[src/rtl/mem_port_arbiter.sv]
// Round-robin arbiter sharing one single-ported memory between a CPU and an IO requester.
// Each access takes two cycles: grant/latch in IDLE, then complete with a one-cycle ACK.
module mem_port_arbiter #(
    parameter int unsigned MEM_SIZE = 200,
    parameter int unsigned ADDR_W   = 16,
    parameter int unsigned DATA_W   = 16
) (
    input  logic              clk,
    input  logic              rst_n,
    // CPU side
    input  logic              i_cpu_req,
    input  logic              i_cpu_we,
    input  logic [ADDR_W-1:0] i_cpu_addr,
    input  logic [DATA_W-1:0] i_cpu_wdata,
    output logic              o_cpu_ack,
    output logic [DATA_W-1:0] o_cpu_rdata,
    output logic              o_cpu_err,
    // IO side
    input  logic              i_io_req,
    input  logic              i_io_we,
    input  logic [ADDR_W-1:0] i_io_addr,
    input  logic [DATA_W-1:0] i_io_wdata,
    output logic              o_io_ack,
    output logic [DATA_W-1:0] o_io_rdata,
    output logic              o_io_err,
    // Memory side
    output logic [ADDR_W-1:0] o_mem_addr,
    output logic [DATA_W-1:0] o_mem_wdata,
    output logic              o_mem_we,
    input  logic [DATA_W-1:0] i_mem_rdata
);

    typedef enum logic {
        ST_IDLE   = 1'b0,
        ST_ACCESS = 1'b1
    } state_t;

    // Grant identity encoding: 0 = CPU, 1 = IO
    localparam logic GNT_CPU = 1'b0;
    localparam logic GNT_IO  = 1'b1;

    state_t r_state;
    logic   r_last_gnt;
    logic   r_gnt;
    logic   r_err;

    logic              w_cpu_elig;
    logic              w_io_elig;
    logic              w_any_elig;
    logic              w_gnt_io;
    logic [ADDR_W-1:0] w_addr;
    logic [DATA_W-1:0] w_wdata;
    logic              w_we;
    logic              w_oob;

    // A request whose ACK is currently high is the one retiring, so it is not eligible.
    assign w_cpu_elig = i_cpu_req & ~o_cpu_ack;
    assign w_io_elig  = i_io_req  & ~o_io_ack;
    assign w_any_elig = w_cpu_elig | w_io_elig;

    // IO wins when it is alone, or on a tie when CPU was served last.
    assign w_gnt_io = w_io_elig & (~w_cpu_elig | (r_last_gnt == GNT_CPU));

    assign w_addr  = w_gnt_io ? i_io_addr  : i_cpu_addr;
    assign w_wdata = w_gnt_io ? i_io_wdata : i_cpu_wdata;
    assign w_we    = w_gnt_io ? i_io_we    : i_cpu_we;
    assign w_oob   = (w_addr >= ADDR_W'(MEM_SIZE));

    // Arbitration FSM with registered memory-side and requester-side outputs.
    always_ff @(posedge clk or negedge rst_n) begin
        if (!rst_n) begin
            r_state     <= ST_IDLE;
            r_last_gnt  <= GNT_IO;
            r_gnt       <= GNT_CPU;
            r_err       <= 1'b0;
            o_cpu_ack   <= 1'b0;
            o_cpu_rdata <= '0;
            o_cpu_err   <= 1'b0;
            o_io_ack    <= 1'b0;
            o_io_rdata  <= '0;
            o_io_err    <= 1'b0;
            o_mem_addr  <= '0;
            o_mem_wdata <= '0;
            o_mem_we    <= 1'b0;
        end else begin
            // ACK/ERR are single-cycle pulses.
            o_cpu_ack <= 1'b0;
            o_cpu_err <= 1'b0;
            o_io_ack  <= 1'b0;
            o_io_err  <= 1'b0;
            unique case (r_state)
                ST_IDLE: begin
                    if (w_any_elig) begin
                        r_gnt       <= w_gnt_io;
                        r_last_gnt  <= w_gnt_io;
                        o_mem_addr  <= w_addr;
                        o_mem_wdata <= w_wdata;
                        o_mem_we    <= w_we & ~w_oob;
                        r_err       <= w_oob;
                        r_state     <= ST_ACCESS;
                    end
                end
                ST_ACCESS: begin
                    // Memory has written on the intervening negedge; read data reflects it.
                    if (r_gnt == GNT_IO) begin
                        o_io_ack   <= 1'b1;
                        o_io_err   <= r_err;
                        o_io_rdata <= r_err ? DATA_W'(0) : i_mem_rdata;
                    end else begin
                        o_cpu_ack   <= 1'b1;
                        o_cpu_err   <= r_err;
                        o_cpu_rdata <= r_err ? DATA_W'(0) : i_mem_rdata;
                    end
                    o_mem_we <= 1'b0;
                    r_state  <= ST_IDLE;
                end
                default: r_state <= ST_IDLE;
            endcase
        end
    end

endmodule

[config.mk]
export PLATFORM = sky130hd
export DESIGN_NAME = mem_port_arbiter
export DESIGN_NICKNAME = d
export VERILOG_FILES = /design/src/rtl/mem_port_arbiter.sv
export SDC_FILE = /design/constraint.sdc
export NUM_CORES = 1
export LEC_CHECK = 0
export ABC_AREA = 0
export CORE_ASPECT_RATIO = 0.9
export CORE_MARGIN = 5
export CORE_UTILIZATION = 38
export CTS_CLUSTER_SIZE = 16
export DETAILED_ROUTE_END_ITERATION = 8
export GPL_TIMING_DRIVEN = 1
export PLACE_DENSITY = 0.77
export SLEW_MARGIN = 20
export SYNTH_ARGS = -nofsm -noshare
export SYNTH_HDL_FRONTEND = slang
export SYNTH_SLANG_ARGS = --single-unit
[constraint.sdc]
create_clock -name clk -period 3.25 [get_ports clk]
set_input_delay 0.4875 -clock clk [delete_from_list [all_inputs] [get_ports clk]]
set_output_delay 0.4875 -clock clk [all_outputs]
set_load 0.03 [all_outputs]
==> metrics.md, run 1 <==
| Metric | Value |
|---|---|
| Share of layout cells above drive strength 1 | `5.10%` |
| Sw frac | `40.8%` |
| Share of Yosys cell area claimed by the top area cell type | `59.0%` |
| Worst Hold Class | `in -> async` |
| PwrDens | `750 nW/µm²` |
| Chip width | `105 µm` |
| Startpoint Class | `input pin` |
| Worst IR drop on VDD | `0.445 mV` |
| Nets | `between 500 and 600` |
| Post-CTS Hold Fix Bufs | `0` |
| Cells after synthesis | `about 300` |
| Avg WL per Cell | `15.4 µm` |
| Dpl cells | `535` |
| Slowest stage cell, crit path | `nand2_4` |
| DIE AREA | `about 10000 µm²` |
| Crit. End Element | `register` |
| Synth area leader | `dfrtp_1` |
| Synth-to-Final Area Change | `58.0%` |
| Vias in the first global route | `2826` |
| Syn_area_per_cell | `10.3 µm²` |
| Post-synth EDFFs | `0` |
| Final Hold Viols | `0` |
| Htree depth | `3` |
| Die Ht | `between 90 and 100 µm` |
| TritonRoute pass-1 iters | `4` |
| Clock Latency Late Sink | `between 0.3 and 0.4 ns` |
| Synth warn | `0` |
| Initial antenna violation count | `0` |
| Critical path fanouts, max | `35` |
| CP max stage delay | `approximately 0.49 ns` |
| Required time of the worst setup path | `3.51 ns` |
| Mapped Nets | `around 380` |
| Setup Skew | `0.00796 ns` |
| Int Pwr | `0.00215 W` |
| # diodes | `0` |
| CTS Root Buffer Type | `clkbuf_8` |
| Setup TNS Final | `0 ns` |
| Crit share post-route | `approximately 62%` |
| Worst slew pin tran | `0.939 ns` |
| Port bufs | `154` |
| Net Sw Power | `between 0.001 and 0.0015 W` |
| First-pass GRT wire length | `13700 µm` |
| Final Max Slew Viols | `0` |
| HPWL Detailed | `6360 µm` |
| Ports | `155` |
| CTS Buf Count | `9` |
| Clock group share of total power | `17.0%` |
| Crit path buf inv count | `1` |
| Reg clk slew, reported paths | `0.07 ns` |
| Core area | `7950 µm²` |
| CP Cell Sequence | `clkdlybuf4s50_1, nand3b_1, nand2_4, mux2_1, o31ai_2` |
| Routed wire length | `~8500 µm` |
| Post-Syn Area | `slightly above 3000 µm²` |
| Final setup vio count | `0` |
| Unique masters post-synth | `29` |
| Via Count | `2660` |
| Sequential Power Share | `35.6%` |
| Iteration-0 DRC Markers | `62` |
| Crit Path Class | `in -> reg` |
| Site Rows | `31` |
| Grt ovf | `0` |
| Ys flop type | `dfrtp_1` |
| Slew headroom | `37.2%` |
| Pleak | `about 2.1 nW` |
| CTS tree | `done` |
| # DRC | `0` |
| Worst R2R Path Depth | `4` |
| Largest net degree at the start of global routing | `74` |
| Final worst path period need | `2.02 ns` |
| Gr usage total | `17.2%` |
| RSZ-0062 raised after global routing | `false` |
| Post_cts resized | `0` |
| Final non-filler cell total | `550` |
| Clk buf depth | `2` |
| CTS Sinks | `73` |
| Comb power frac | `47.4%` |
| Post-synth ARST share | `100%` |
| Largest cells by area after synthesis | `dfrtp_1, mux2i_1, nand2_1` |
| Peak Freq | `around 500 MHz` |
| Synthesized flop and latch total | `73` |
| Average vias per placed instance | `4.84` |
| Starting Density | `approximately two fifths` |
| Post-CTS Setup Repair Bufs | `0` |
| CP Data Arrival Time | `2.28 ns` |
| Outcome | `finished clean` |
| Crit path max-delay family | `simple AND/OR/NAND/NOR gates` |
| Global placer's final weighted congestion | `~0.79` |
| Max-cap viol count | `0` |
| Routed Antenna Nets | `0` |
| R2r setup slk | `around 1.3 ns` |
| Worst reg2reg endpoint | `o_mem_we` |
| Sequential-to-total area share from yosys stat | `59.8%` |
| Reg2reg start | `r_last_gnt` |
==> cells by family after synthesis <==
family	Yosys count	synth area share (%)
buffers and inverters	22	3.19
and+or+nand+nor	97	13.1
muxes	33	10.9
AOI/OAI and AO/OA	73	13.0
DFF	73	59.8
==> layout make-up <==
cell class,instances,area [µm²]
clock inverters,5,31.3
inverters,4,15.0
clock buffers,10,138
fillers,684,3120
flip-flops and latches,73,1830
well taps,99,124
repair buffers,156,1560
multi-input cells,203,1130
==> power by group through the flow <==
stage	registers, W	clock network (W)	logic (W)
floorplan	0.00175	0	0.000569
global placement	0.00130	0	0.00170
detailed placement	0.00131	0	0.00174
CTS	0.00130	0.000641	0.00174
global route	0.00133	0.000679	0.00185
finish	0.00129	0.000614	0.00172
==> per-stage QoR <==
step | utilization, % | hold WS, ns | area (µm²) | worst slack, ns | total power [W]
floorplan | - | 0.192 | 3060 | 1.71 | 0.00231
global placement | 58.4 | 0.463 | 4640 | 0.940 | 0.00300
detailed placement | 58.6 | 0.465 | 4660 | 0.883 | 0.00305
CTS | 60.7 | 0.293 | 4830 | 1.25 | 0.00368
global route | 60.7 | 0.345 | 4830 | 1.18 | 0.00385
finish | 60.7 | 0.272 | 4830 | 1.23 | 0.00362
==> placed cells by master (no fill, tap or decap), types with 2 or more instances in the layout <==
master           count
clkdlybuf4s50_1    153
nand2_1             82
dfrtp_1             72
o21ai_1             45
mux2i_1             32
o21ai_0             20
clkbuf_8            10
nand2b_1             3
clkinv_2             3
inv_1                2
nor2_1               2
o311ai_1             2
nor4_1               2
nor3_1               2
nand3_1              2
buf_4                2
==> worst max path at each step <==
stage | start | to | slack, ns | cells past startpoint
6_report | i_cpu_req | o_mem_we | 1.23 | 5
5_1_grt | i_cpu_req | o_mem_we | 1.18 | 5
3_3_place_gp | i_cpu_req | o_mem_we | 0.94 | 5
4_1_cts | i_cpu_req | o_mem_we | 1.25 | 5
2_1_floorplan | o_cpu_ack | o_mem_we | 1.71 | 4
3_5_place_dp | i_cpu_req | o_mem_we | 0.88 | 5
==> metal layers <==
metal / wire (µm) / track usage [%] / up-vias
li1: - / - / 1310
met1: 3460 / 19.9 / 1229
met2: 4120 / 28.4 / 104
met3: 662 / 7.11 / 17
met4: 207 / 7.55 / 0
met5: 0 / 0 / -
==> synth_stat cells (2+ instances only) <==
cell,n
o21ai_0,20
o21ai_1,45
nor2_1,2
nor3_1,2
buf_4,3
nand2_1,82
buf_2,3
o311ai_1,2
mux2i_1,32
nand2b_1,3
nand3_1,2
clkbuf_1,12
inv_1,2
dfrtp_1,72
nor4_1,2
==> flip-flops by register name, indices dropped and copies added, names as in the netlist <==
signal,cells
o_io_ack,1
o_cpu_ack,1
o_mem_addr,16
o_io_rdata,16
o_cpu_rdata,16
r_gnt,1
o_io_err,1
o_mem_wdata,16
r_state,1
o_mem_we,1
r_last_gnt,1
o_cpu_err,1
r_err,1
Note: power is estimated with default switching activity, not from simulation.
==> run 2, diff against run 1 <==
clock period = 1.9 ns   (was 3.25 ns; I/O delays follow)
==> metrics.md, run 2 (same netlist as run 1, synthesis figures left out) <==
| Metric | Value |
|---|---|
| Outcome | `finished, violations left` |
| CTS Buf Count | `9` |
| Sequential Area | `1830 µm²` |
| Stages on worst setup path | `1` |
| Post_cts resized | `0` |
| Final setup vio count | `0` |
| Sw frac | `39.6%` |
| Post-CTS Hold Fix Bufs | `0` |
| CP Data Arrival Time | `1.42 ns` |
| Slowest stage cell, crit path | `clkdlybuf4s50_1` |
| First-pass GRT wire length | `13600 µm` |
| Global placer's final weighted congestion | `0.735` |
| Worst R2R Path Depth | `5` |
| Max-cap viol count | `0` |
| Crit Path Class | `reg -> out` |
| Net Sw Power | `0.00251 W` |
| Ports | `about 160` |
| Commonest cells after routing, fill and taps aside | `clkdlybuf4s50_1, nand2_1, dfrtp_1` |
| Reg clk slew, reported paths | `0.07 ns` |
| Comb power frac | `47.6%` |
| Port bufs | `154` |
| Crit path to | `o_cpu_ack` |
| Multi-input logic area | `1130 µm²` |
| Share of layout cells above drive strength 1 | `5.91%` |
| Crit. End Element | `primary output` |
| Peak Freq | `588 MHz` |
| Crit path max-delay family | `buffers and inverters` |
| Most common cell after layout, fill and taps aside | `clkdlybuf4s50_1` |
| Violated checks | `hold timing` |
| Final non-filler cell total | `about 560` |
| DIE AREA | `9940 µm²` |
| Fin Hold WS | `-0.00581 ns` |
| Routed Antenna Nets | `0` |
| CP Cell Sequence | `clkdlybuf4s50_1` |
| Gr usage total | `17.1%` |
| Startpoint Class | `register` |
| Htree depth | `3` |
| Synth-to-Final Area Change | `60.3%` |
| Clock Latency Late Sink | `0.34 ns` |
| Required time of the worst setup path | `1.62 ns` |
| Crit path buf inv count | `1` |
| Vias in the first global route | `~2800` |
| Worst IR drop on VDD | `0.621 mV` |
| Crit share post-route | `89.6%` |
| Placed inst area | `4720 µm²` |
| CP max stage delay | `0.70 ns` |
| Via Count | `~2700` |
| Sequential Power Share | `34.7%` |
| Iteration-0 DRC Markers | `64` |
| Core area | `7950 µm²` |
| Post-CTS Setup Repair Bufs | `0` |
| CTS Root Buffer Type | `clkbuf_8` |
| Critical path fanouts, max | `3` |
| Site Rows | `31` |
| Routed wire length | `8420 µm` |
| PwrDens | `1290 nW/µm²` |
| R2r setup slk | `0.38 ns` |
| Initial antenna violation count | `0` |
| Clk buf depth | `2` |
| Die Ht | `95.1 µm` |
| Layout fillers | `687` |
| Beginning of the critical path | `o_cpu_ack` |
| Chip width | `roughly 100 µm` |
| Worst Hold Class | `in -> async` |
| Worst slew pin tran | `between 0.6 and 0.7 ns` |
| # DRC | `0` |
| Final worst path period need | `~1.7 ns` |
| Final Hold Viols | `5` |
| Setup Skew | `about 0.0089 ns` |
| Reg2reg start | `r_last_gnt` |
| Final Instance Area | `4900 µm²` |
| Int Pwr | `0.00383 W` |
| Setup TNS Final | `0 ns` |
| HPWL Detailed | `~6400 µm` |
| Nets | `539` |
| CTS tree | `done` |
| Average vias per placed instance | `4.84` |
| Avg WL per Cell | `15.1 µm` |
| Starting Density | `roughly 38%` |
| TritonRoute pass-1 iters | `4` |
| # diodes | `0` |
| Slew headroom | `53.6%` |
| Dpl cells | `541` |
| Pleak | `2.14 nW` |
| Final Max Slew Viols | `0` |
| Grt ovf | `0` |
| Largest net degree at the start of global routing | `56` |
| Worst reg2reg endpoint | `o_mem_wdata[1]` |
| RSZ-0062 raised after global routing | `false` |
| Clock group share of total power | `17.6%` |
| CTS Sinks | `73` |
[run 2: cell count changes in the layout (fill, tap and decap cells not counted), sizes merged]
cell      change
clkinvlp      -1
bufinv        +1
inv           -1
clkbuf        +1
buf           +6
[run 2: routing by layer]
metal / track usage, % / up-vias / routed length [µm]
met2: 28.7 / 101 / 4220
met1: 19.3 / 1264 / 3270
met4: 6.04 / 0 / 125
met5: 0 / - / 0
met3: 8.06 / 10 / 799
li1: - / 1317 / -
[run 2: worst register-to-register path: cells and delay by family, from the launching register on]
| kind | cells | cell delay (ns) |
|---|---|---|
| buffers and inverters | 1 | 0.21 |
| AOI/OAI and AO/OA | 1 | 0.08 |
| muxes | 1 | 0.26 |
| DFF | 1 | 0.53 |
| and+or+nand+nor | 2 | 0.32 |
[run 2: cell type report]
type	count	share of cell area (%)
Tap cell	99	2.53
Multi-Input combinational cell	203	23.1
Inverter	4	0.307
Timing Repair Buffer	162	33.2
Clock inverter	4	0.920
Clock buffer	11	2.68
Sequential cell	73	37.3
[run 2: worst min path at each step]
stage                from         endpoint  slack, ns
CTS                 rst_n  o_cpu_rdata[10]      0.006
global placement    rst_n    o_io_rdata[3]       0.37
detailed placement  rst_n   o_cpu_rdata[3]       0.38
floorplan           rst_n        o_cpu_ack      -0.01
finish              rst_n   o_cpu_rdata[3]     -0.006
global route        rst_n   o_cpu_rdata[3]       0.03
[run 2: through the flow]
stage / worst slack, ns / utilization [%] / total power (W)
2_1_floorplan: 0.358 / - / 0.00396
3_3_place_gp: 0.0895 / 59.4 / 0.00523
3_5_place_dp: 0.0791 / 59.4 / 0.00529
4_1_cts: 0.180 / 61.6 / 0.00643
5_1_grt: 0.151 / 61.6 / 0.00673
6_report: 0.198 / 61.6 / 0.00633
[run 2: power by group through the flow]
stage | registers, W | logic (W) | clock network (W)
final | 0.00220 | 0.00302 | 0.00112
after CTS | 0.00220 | 0.00307 | 0.00115
after global placement | 0.00221 | 0.00301 | 0
after floorplan | 0.00299 | 0.000973 | 0
after detailed placement | 0.00223 | 0.00306 | 0
after global routing | 0.00226 | 0.00325 | 0.00123
